`src/rtl/mips8_div_pkg.sv`:
```
// Shared types and constants for the MIPS8 sequential divider.
// Holds the FSM state encoding and the default operand width.
package mips8_div_pkg;

   localparam int DIV_W     = 8;
   localparam int DIV_CNT_W = $clog2(DIV_W);

   typedef enum logic [1:0] {
      IDLE = 2'd0,
      RUN  = 2'd1,
      DONE = 2'd2
   } div_state_e;

   // Iteration counter width for an n-bit divide; never narrower than 1 bit.
   function automatic int cnt_width(input int n);
      return (n < 2) ? 1 : $clog2(n);
   endfunction

endpackage

```
`src/rtl/div_subtractor.sv`:
```
// Combinational W-bit subtractor a - b built as a + ~b + 1.
// borrow is the inverted carry out: high when b > a.
module div_subtractor #(
   parameter int W = 9
) (
   input  logic [W-1:0] a,
   input  logic [W-1:0] b,
   output logic [W-1:0] diff,
   output logic         borrow
);

   logic [W:0] sum;

   assign sum    = {1'b0, a} + {1'b0, ~b} + {{W{1'b0}}, 1'b1};
   assign diff   = sum[W-1:0];
   assign borrow = ~sum[W];

endmodule

```
`src/rtl/seq_divider.sv`:
```
// Multi-cycle restoring divider, one quotient bit per clock.
// Signed mode divides magnitudes and fixes result signs on the final load.
module seq_divider
   import mips8_div_pkg::*;
#(
   parameter int N = DIV_W
) (
   input  logic         clk,
   input  logic         rst_n,
   input  logic         start,
   input  logic         signed_op,
   input  logic [N-1:0] dividend,
   input  logic [N-1:0] divisor,
   output logic         busy,
   output logic         done,
   output logic [N-1:0] quotient,
   output logic [N-1:0] remainder,
   output logic         div_by_zero
);

   localparam int           CW   = cnt_width(N);
   localparam logic [CW-1:0] LAST = CW'(N - 1);
   localparam logic [N-1:0]  ONE  = N'(1);

   div_state_e    state;
   logic [N:0]    p;
   logic [N-1:0]  a;
   logic [N-1:0]  d;
   logic          q_neg;
   logic          r_neg;
   logic [CW-1:0] cnt;

   logic          dd_neg, dv_neg;
   logic [N-1:0]  dd_mag, dv_mag;
   logic [N:0]    p_sh, trial, p_nxt;
   logic [N-1:0]  a_nxt;
   logic          borrow, restore;

   // Operand magnitudes; the most-negative value maps onto itself as an unsigned magnitude.
   assign dd_neg = signed_op & dividend[N-1];
   assign dv_neg = signed_op & divisor[N-1];
   assign dd_mag = dd_neg ? (~dividend + ONE) : dividend;
   assign dv_mag = dv_neg ? (~divisor  + ONE) : divisor;

   assign p_sh = {p[N-1:0], a[N-1]};

   div_subtractor #(.W(N + 1)) u_sub (
      .a      (p_sh),
      .b      ({1'b0, d}),
      .diff   (trial),
      .borrow (borrow)
   );

   // A bit shifted out of P[N] means the trial subtraction cannot underflow.
   assign restore = borrow & ~p[N];

   always_comb begin
      p_nxt = restore ? p_sh : trial;
      a_nxt = {a[N-2:0], ~restore};
   end

   always_ff @(posedge clk) begin
      if (!rst_n) begin
         state       <= IDLE;
         busy        <= 1'b0;
         done        <= 1'b0;
         quotient    <= '0;
         remainder   <= '0;
         div_by_zero <= 1'b0;
         cnt         <= '0;
         p           <= '0;
         a           <= '0;
         d           <= '0;
         q_neg       <= 1'b0;
         r_neg       <= 1'b0;
      end else begin
         case (state)
            IDLE: begin
               if (start) begin
                  busy <= 1'b1;
                  if (divisor == '0) begin
                     state       <= DONE;
                     done        <= 1'b1;
                     quotient    <= '1;
                     remainder   <= dividend;
                     div_by_zero <= 1'b1;
                  end else begin
                     state       <= RUN;
                     cnt         <= '0;
                     div_by_zero <= 1'b0;
                     p           <= '0;
                     a           <= dd_mag;
                     d           <= dv_mag;
                     q_neg       <= dd_neg ^ dv_neg;
                     r_neg       <= dd_neg;
                  end
               end
            end
            RUN: begin
               p   <= p_nxt;
               a   <= a_nxt;
               cnt <= cnt + 1'b1;
               if (cnt == LAST) begin
                  state     <= DONE;
                  done      <= 1'b1;
                  quotient  <= q_neg ? (~a_nxt + ONE) : a_nxt;
                  remainder <= r_neg ? (~p_nxt[N-1:0] + ONE) : p_nxt[N-1:0];
               end
            end
            DONE: begin
               state <= IDLE;
               busy  <= 1'b0;
               done  <= 1'b0;
            end
            default: begin
               state <= IDLE;
               busy  <= 1'b0;
               done  <= 1'b0;
            end
         endcase
      end
   end

endmodule

```
`config.mk`:
```
export PLATFORM = sky130hd
export DESIGN_NAME = seq_divider
export DESIGN_NICKNAME = d
export VERILOG_FILES = /design/src/rtl/mips8_div_pkg.sv /design/src/rtl/div_subtractor.sv /design/src/rtl/seq_divider.sv
export SDC_FILE = /design/constraint.sdc
export NUM_CORES = 1
export LEC_CHECK = 0
export CORE_UTILIZATION = 60
export DETAILED_ROUTE_END_ITERATION = 16
export PLACE_DENSITY = 0.95
export SYNTH_ARGS = -nofsm -noshare
export SYNTH_HDL_FRONTEND = slang
export SYNTH_SLANG_ARGS = --single-unit
```
`constraint.sdc`:
```
create_clock -name clk -period 6.3 [get_ports clk]
set_input_delay 0.63 -clock clk [delete_from_list [all_inputs] [get_ports clk]]
set_output_delay 0.63 -clock clk [all_outputs]
set_load 0.01 [all_outputs]
```
==> run metrics, run 1 <==
number of global-route vias before repair=2842; post-CTS sizing=0; hpwl dp=6060 um; final hold vios=0; max_cap viols=0; port buffer count=38; WL final=8380 um; CTS tree=built; Commonest cells post-synth=57 x nor2_1, 51 x dfxtp_1, 31 x nand2_1; max_slew headroom=34.3%; worst r2r src=p[2]; count leader, synth=nor2_1; Synth top area share=31.7%; Post-synth EDFFs=0; P_leak=1.40 nW; first-pass GRT wire length=13400 um; pre-CTS setup slack=3090 ps; Post-synth top flop=dfxtp_1; Clock transition at path regs=100 ps; Worst Path Class, Setup=register to register; antenna violations before repair=0; Finished Cell Area=0.00371 mm2; ranking of synthesized cells by area=dfxtp_1 32%, nor2_1 6.6%, ha_1 5.4%, a21oi_1 4.2%, nand2_1 3.6%; final setup fails=0; routability congestion estimate=0.979; Longest Clk Path Bufs=2; synthesized area=0.00322 mm2; Hold-fix buffers, CTS=0; core area=0.00514 mm2; die extent in y=75.3 um; sequential area share after synthesis=31.7%; Hold WS=462 ps; DRT Pass-1 Iters=5; Hold Path Class=register to register; Tightest Pin Transition=979 ps; layout cells sized above 1=6.96%; gr usage total=31.1%; Layout Nets=465; hold path depth=2; Initial Util=62.7%; fin worst setup slack=3260 ps; max-slew violation count=0; Area Overhead vs Synth=15.3%; Worst-Skew Late Latency=310 ps; Placed Area=0.00362 mm2; CTS Sinks=51; post-synthesis register bit count=51; Top delay family on crit path=compound AO/OA/AOI/OAI gates; final period utilization=48.3%; largest net degree at the start of global routing=35; GRT overflow=0; Period minus WS final=3040 ps; Crit. Startpoint=p[2]; crit-path max FO=13; Post-synth ARST share=0%; critical path depth in cells=11; # IOs=39; Synth Net Count=438; Crit path largest cell delay=500 ps; power per cell area=266 mW/mm2; critical path launch point type=register; critical-path cell list=ha_1 > a21o_1 > a21o_1 > o21ai_4 > nand2_4 > mux2i_1 > ha_1 > nor2_1 > o21ai_0 > nor3b_1 > o22ai_1; Yosys cell types=68; RSZ-0062 raised after global routing=false; Slowest-stage cell, CP=dfxtp_1; initial DRC count=388; DR vias=3185; CP bufs+invs=0; vias per cell=6.36; setup TNS=0 ps; WP data arrival=3230 ps; HP Start=done; Row Count=26; run status=completed; Num CTS Buffers=5; YS warnings=0; syn avg cell area=7.99 um2; Total Die Area=0.00566 mm2; Max VDD drop=0.179 mV; H-tree levels=2; clk_skew=12.0 ps; Synth area leader=dfxtp_1; diode count=0; Reg2Reg Depth=11; wire per inst=16.7 um; post-CTS setup buffer count=0; crit path capture type=register; gate count of the mapped netlist=403; antenna-violating nets left=0; FMAX=0.329 GHz; Chip Width=75.3 um; Clk Tree Root Cell=clkbuf_8; # DRC=0; Worst Path Required=6490 ps
-- flip-flops by register name (all words and copies together) (netlist names), 2 cells and up --
signal	cells
cnt	3
state	2
d	8
a	8
p	9
remainder	8
quotient	8
-- cells in the final DEF (no fill, tap or decap), types with 4 or more instances in the layout --
master            n
clkdlybuf4s50_1  38
o211ai_1          4
and2_1            7
xor2_1           10
mux2i_1           4
nor2_1           57
clkbuf_8          6
a22oi_1           5
nand2_1          31
a211oi_1         13
inv_1            18
nand3_1           8
o31ai_1           5
nor3_1           15
a31oi_1           6
xnor2_1          12
dfxtp_1          51
a21oi_1          27
ha_1             14
o221a_2           4
nor2b_1           5
o21ai_0          17
nand2b_1          7
-- final cells by class --
class                           count  area, um2
Clock buffer                        6       82.6
Clock inverter                      2       13.8
Fill cell                         395       1430
Inverter                           20       75.1
Multi-Input combinational cell    312       2040
Sequential cell                    51       1020
Tap cell                           70       87.6
Timing Repair Buffer               40        395
-- cell families (layout without fill, tap and decap cells) --
family	count (synthesis)	after routing	share of synthesized area, %
AOI/OAI and AO/OA	118	118	26.4
DFF	51	51	31.7
adders and majority gates	15	15	6.06
muxes	6	6	1.94
buffers and inverters	40	68	5.05
and+or+nand+nor	151	151	22.8
xor gates and xnor gates	22	22	5.98
-- report_power, final --
part           total (mW)  switching [mW]  internal [mW]
registers           0.364          0.0237          0.340
clock network       0.204           0.114         0.0901
logic               0.419           0.256          0.163
-- metal layers --
| metal | wire (um) | GRT usage (%) |
|---|---|---|
| met5 | 0 | 0 |
| met2 | 4130 | 53.2 |
| met4 | 189 | 12.1 |
| met3 | 577 | 4.28 |
| met1 | 3490 | 39.8 |
-- worst reg2reg max path: cells and delay by family, from the launching register on --
kind                     cells  cell delay, ps
multiplexers                 1             310
AO/OA/AOI/OAI                5             960
AND/OR/NAND/NOR              3             560
flip-flops                   1             500
adder cells (fa/ha/maj)      2             620
-- stage by stage --
stage / utilization (%) / std cells / power (mW)
global placement: 70.4 / 493 / 0.764
finish: 72.2 / 501 / 0.986
floorplan: - / 403 / 0.687
CTS: 72.2 / 501 / 0.976
detailed placement: 70.4 / 493 / 0.774
global route: 72.2 / 501 / 1.04
-- final timing paths --
check | endpoint | slack [ps]
setup / recovery | remainder[2] | 3260
hold / removal | done | 460
setup reg to reg | remainder[2] | 3260
hold reg to reg | done | 460
No activity file was read; power rests on OpenSTA's default activity.
==> run 2, diff against run 1 <==
--- a/config.mk
+++ b/config.mk
@@ -5,9 +5,9 @@
 export SDC_FILE = /design/constraint.sdc
 export NUM_CORES = 1
 export LEC_CHECK = 0
-export CORE_UTILIZATION = 60
+export CORE_UTILIZATION = 56
 export DETAILED_ROUTE_END_ITERATION = 16
-export PLACE_DENSITY = 0.95
+export PLACE_DENSITY = 0.9
 export SYNTH_ARGS = -nofsm -noshare
 export SYNTH_HDL_FRONTEND = slang
 export SYNTH_SLANG_ARGS = --single-unit
==> constraint.sdc (replaced) <==
create_clock -name clk -period 2.9 [get_ports clk]
set_input_delay 0.29 -clock clk [delete_from_list [all_inputs] [get_ports clk]]
set_output_delay 0.29 -clock clk [all_outputs]
set_load 0.01 [all_outputs]
==> run 2 against run 1 <==
Compared with the run above: combinational power rose by 120%; global-route usage is 2.6 points lower; non-clock buffer count rose by 4; design area increased by 1.4%; count of clock-buffer cells in the layout rose by 1; hold slack got worse by 9.0 ps; flip-flop and latch count is the same; clock power up 130%; sequential share of layout area is 0.33 points lower; maximum frequency rose by 11%; critical endpoint is now remainder[4]; largest power group unchanged.
==> run metrics, run 2 (synthesis gave the netlist of run 1 again) <==
power per cell area=578 mW/mm2; final hold vios=0; # DRC=0; Comb pwr share=42.3%; Clock transition at path regs=100 ps; grt met1 use=38.2%; Pwr Total=2.18 mW; commonest non-fill, non-tap cells in the layout=57 x nor2_1, 49 x dfxtp_1, 38 x clkdlybuf4s50_1; clk_skew=5.14 ps; max-slew violation count=0; most common cell after layout, fill and taps aside=nor2_1; DR vias=3082; Worst-Skew Late Latency=310 ps; port buffer count=38; Largest register FFs=9; Chip Width=77.8 um; Max VDD drop=0.382 mV; final period utilization=94.4%; CP bufs+invs=1; Row Count=27; crit-path max FO=10; WP data arrival=2930 ps; Hold Path Class=register to register; Slowest-stage cell, CP=dfxtp_1; GR peak layer=met2; FMAX=0.365 GHz; P_leak=1.43 nW; CTS tree=built; Switching Fraction=38.8%; clock share of power=21.5%; number of global-route vias before repair=2897; CTS Sinks=51; wire per inst=16.1 um; Top delay family on crit path=compound AO/OA/AOI/OAI gates; run status=completed; critical-path cell list=inv_1 > ha_1 > a21o_1 > a21o_1 > o21ai_4 > nand2_4 > mux2i_2 > ha_1 > o21ai_0 > a211oi_1 > nor4b_2; met2 Resource Use GR=47.3%; Initial Util=58.1%; DRT Pass-1 Iters=5; Worst Path Class, Setup=register to register; Sequential Power Share=36.2%; hpwl dp=6000 um; GRT overflow=0; Num CTS Buffers=5; internal power=1.33 mW; antenna-violating nets left=0; H-tree levels=2; Largest Register=p; fin worst setup slack=161 ps; critical path launch point type=register; Worst Path Required=3090 ps; die extent in y=77.8 um; Tightest Pin Transition=960 ps; DP Cell Count=499; global-route met3 utilization=4.24%; vias per cell=6.08; antenna violations before repair=0; layout cells sized above 1=8.74%; final setup fails=0; routability congestion estimate=0.954; non-filler cells in the finished layout=507; Placed Area=0.00365 mm2; max_slew headroom=36.0%; RSZ-0062 raised after global routing=false; first-pass GRT wire length=13800 um; Hold WS=453 ps; Period minus WS final=2740 ps; Total Die Area=0.00606 mm2; initial DRC count=286; max_cap viols=0; gr usage total=28.5%; WL final=8180 um; diode count=0; Clk Tree Root Cell=clkbuf_8; pre-CTS setup slack=153 ps; core area=0.00554 mm2; fill count=460; Layout Nets=469; crit path capture type=register; largest net degree at the start of global routing=34; setup TNS=0 ps; Finished Cell Area=0.00377 mm2; post-layout util=68.0%; # IOs=39; Longest Clk Path Bufs=2; Switch Pwr=0.845 mW; Area Overhead vs Synth=16.9%; Crit path largest cell delay=340 ps
==> run 2: cell count changes in the layout (fill, tap and decap cells not counted) <==
cell	change
buf_4	+4
clkbuf_8	+1
clkinv_2	-1
clkinvlp_4	+1
dfxtp_1	-2
dfxtp_2	+2
inv_6	-1
mux2i_1	-1
mux2i_2	+1
o41ai_1	-1
o41ai_2	+1
==> run 2: worst paths after layout <==
| path | start | end | slack, ps | cells past startpoint |
|---|---|---|---|---|
| min | done | done | 450 | 2 |
| min reg2reg | done | done | 450 | 2 |
| max | d[3] | remainder[4] | 160 | 11 |
| max reg2reg | d[3] | remainder[4] | 160 | 11 |
==> run 2: area by class of cell <==
class	instances	area [um2]	area share (%)
multi-input cells	312	2050	54.4
flip-flops and latches	51	1020	27.2
repair buffers	44	425	11.3
clock buffers	7	96.3	2.56
well taps	72	90.1	2.39
inverters	20	75.1	1.99
clock inverters	1	7.51	0.199
==> run 2: what timing repair did <==
action | 4_1_cts | 5_1_grt
endpoints found under the setup margin | 0 | 4
setup buffers | 0 | 0
hold buffers | 0 | 0
resized for setup | 0 | 4
==> run 2: power groups by stage <==
stage | Combinational (mW) | Sequential, mW | Clock [mW]
after floorplan | 0.707 | 0.785 | 0
after global placement | 0.869 | 0.798 | 0
after detailed placement | 0.888 | 0.800 | 0
after CTS | 0.894 | 0.784 | 0.474
after global routing | 1.01 | 0.795 | 0.503
final | 0.920 | 0.789 | 0.469
==> run 2: routing by layer <==
layer	routed length, um	vias to the layer above
met5	0	-
met1	3690	1445
met4	63	0
li1	-	1519
met3	520	8
met2	3910	110
==> run 2: worst register-to-register path: cells and delay by family (launching register included) <==
kind	cells	cell delay [ps]
AOI/OAI and AO/OA	5	1160
DFF	1	340
muxes	1	270
adders and majority gates	2	580
and+or+nand+nor	2	220
buffers and inverters	1	50
==> run 3, diff against run 2 <==
--- a/config.mk
+++ b/config.mk
@@ -7,6 +7,7 @@
 export LEC_CHECK = 0
 export CORE_UTILIZATION = 56
 export DETAILED_ROUTE_END_ITERATION = 16
+export MAX_ROUTING_LAYER = met4
 export PLACE_DENSITY = 0.9
 export SYNTH_ARGS = -nofsm -noshare
 export SYNTH_HDL_FRONTEND = slang
==> run 3 against run 2 <==
Compared with the run above: flip-flop and latch count did not move; sequential power barely moved; wire length rose by 4.2%; final cell count rose by 0.20%; maximum frequency rose by 0.27%; largest power group unchanged.
==> run metrics, run 3 (synthesis gave the netlist of run 1 again) <==
run status=completed; power per cell area=573 mW/mm2; Layout Nets=470; layout cells sized above 1=8.94%; CTS tree=built; Longest Clk Path Bufs=2; post-CTS setup buffer count=0; Finished Cell Area=0.00377 mm2; antenna-violating nets left=0; M1 WL=3690 um; final setup fails=0; Reg2Reg Depth=12; Hold-fix buffers, CTS=0; max_slew headroom=34.7%; Largest Register=p; max_cap viols=0; crit-path max FO=10; Multi-input gate area=0.00206 mm2; Row Count=27; r2r setup slk=170 ps; FMAX=0.366 GHz; crit path capture type=register; WP data arrival=2920 ps; register area=0.00102 mm2; Clock transition at path regs=100 ps; # DRC=0; largest net degree at the start of global routing=34; DRT Pass-1 Iters=5; hold endpoint=done; Total Die Area=0.00606 mm2; Num CTS Buffers=5; Hold Path Class=register to register; DR vias=3188; hpwl dp=6280 um; Placed Area=0.00366 mm2; P_leak=1.43 nW; Clk Tree Root Cell=clkbuf_8; post-CTS sizing=0; antenna violations before repair=0; port buffer count=38; met2 routed WL=4110 um; post-layout util=68.0%; met3 WL=600 um; Worst-Skew Late Latency=300 ps; WL final=8520 um; GRT overflow=0; final period utilization=94.2%; clk_skew=7.28 ps; max-slew violation count=0; Max VDD drop=0.363 mV; Tightest Pin Transition=980 ps; die extent in y=77.8 um; worst r2r dst=remainder[2]; Initial Util=58.1%; first-pass GRT wire length=13800 um; vias per cell=6.28; core area=0.00554 mm2; # IOs=39; final hold vios=0; number of global-route vias before repair=2903; Period minus WS final=2730 ps; CTS Sinks=51; top sig layer=met4; Worst Path Class, Setup=register to register; HP Start=done; hold path depth=2; most common cell after layout, fill and taps aside=nor2_1; diode count=0; Largest register FFs=9; commonest non-fill, non-tap cells in the layout=57 x nor2_1, 49 x dfxtp_1, 38 x clkdlybuf4s50_1; Worst Path Required=3090 ps; Area Overhead vs Synth=17.0%; gr usage total=29.3%; fill count=462; worst r2r src=d[3]; wire per inst=16.8 um; routability congestion estimate=0.921; initial DRC count=275; critical path launch point type=register; Chip Width=77.8 um; H-tree levels=2
==> run 3: where the power goes <==
group,switching (mW),total [mW],internal (mW)
sequential,0.0473,0.787,0.740
clock,0.249,0.420,0.171
combinational,0.564,0.951,0.387
total,0.860,2.16,1.30
==> run 3: cell type report <==
type	count	share of cell area [%]
inverter	20	2.06
tap	72	2.39
clock inverter	3	0.498
timing repair buffer	45	11.5
sequential	51	27.2
multi-input combinational	312	54.6
clock buffer	5	1.83
==> run 3: worst max-delay path by stage <==
stage	startpoint	to	slack [ps]
after floorplan	p[2]	quotient[6]	410
after global placement	p[2]	quotient[6]	200
after detailed placement	p[2]	quotient[6]	110
after CTS	p[2]	quotient[6]	70
after global routing	d[3]	quotient[6]	-20
final	d[3]	remainder[2]	170
==> run 3: metal layers <==
layer  vias to the layer above  global-route usage (%)
li1                       1521                       -
met1                      1507                    38.4
met2                       146                    47.2
met3                        14                    4.00
met4                         0                    8.11
met5                         -                       -
==> run 3: critical path, cell delays in order (launching register included) <==
cell	delay (ps)
dfxtp_1	340
inv_1	50
ha_1	340
a21o_1	250
a21o_1	230
o21ai_4	220
nand2_4	150
mux2i_4	240
ha_1	250
nor2_1	120
nor3_1	60
nor3b_1	220
o22ai_1	130
==> run 3: per-stage QoR <==
stage	hold slack, ps	setup TNS, ps	cells	worst slack (ps)	total power [mW]
detailed placement	437	0	500	108	1.70
floorplan	426	0	403	415	1.49
global placement	437	0	500	204	1.67
finish	459	0	508	169	2.16
global route	483	-26.5	508	-21.6	2.29
CTS	459	0	508	72.6	2.11
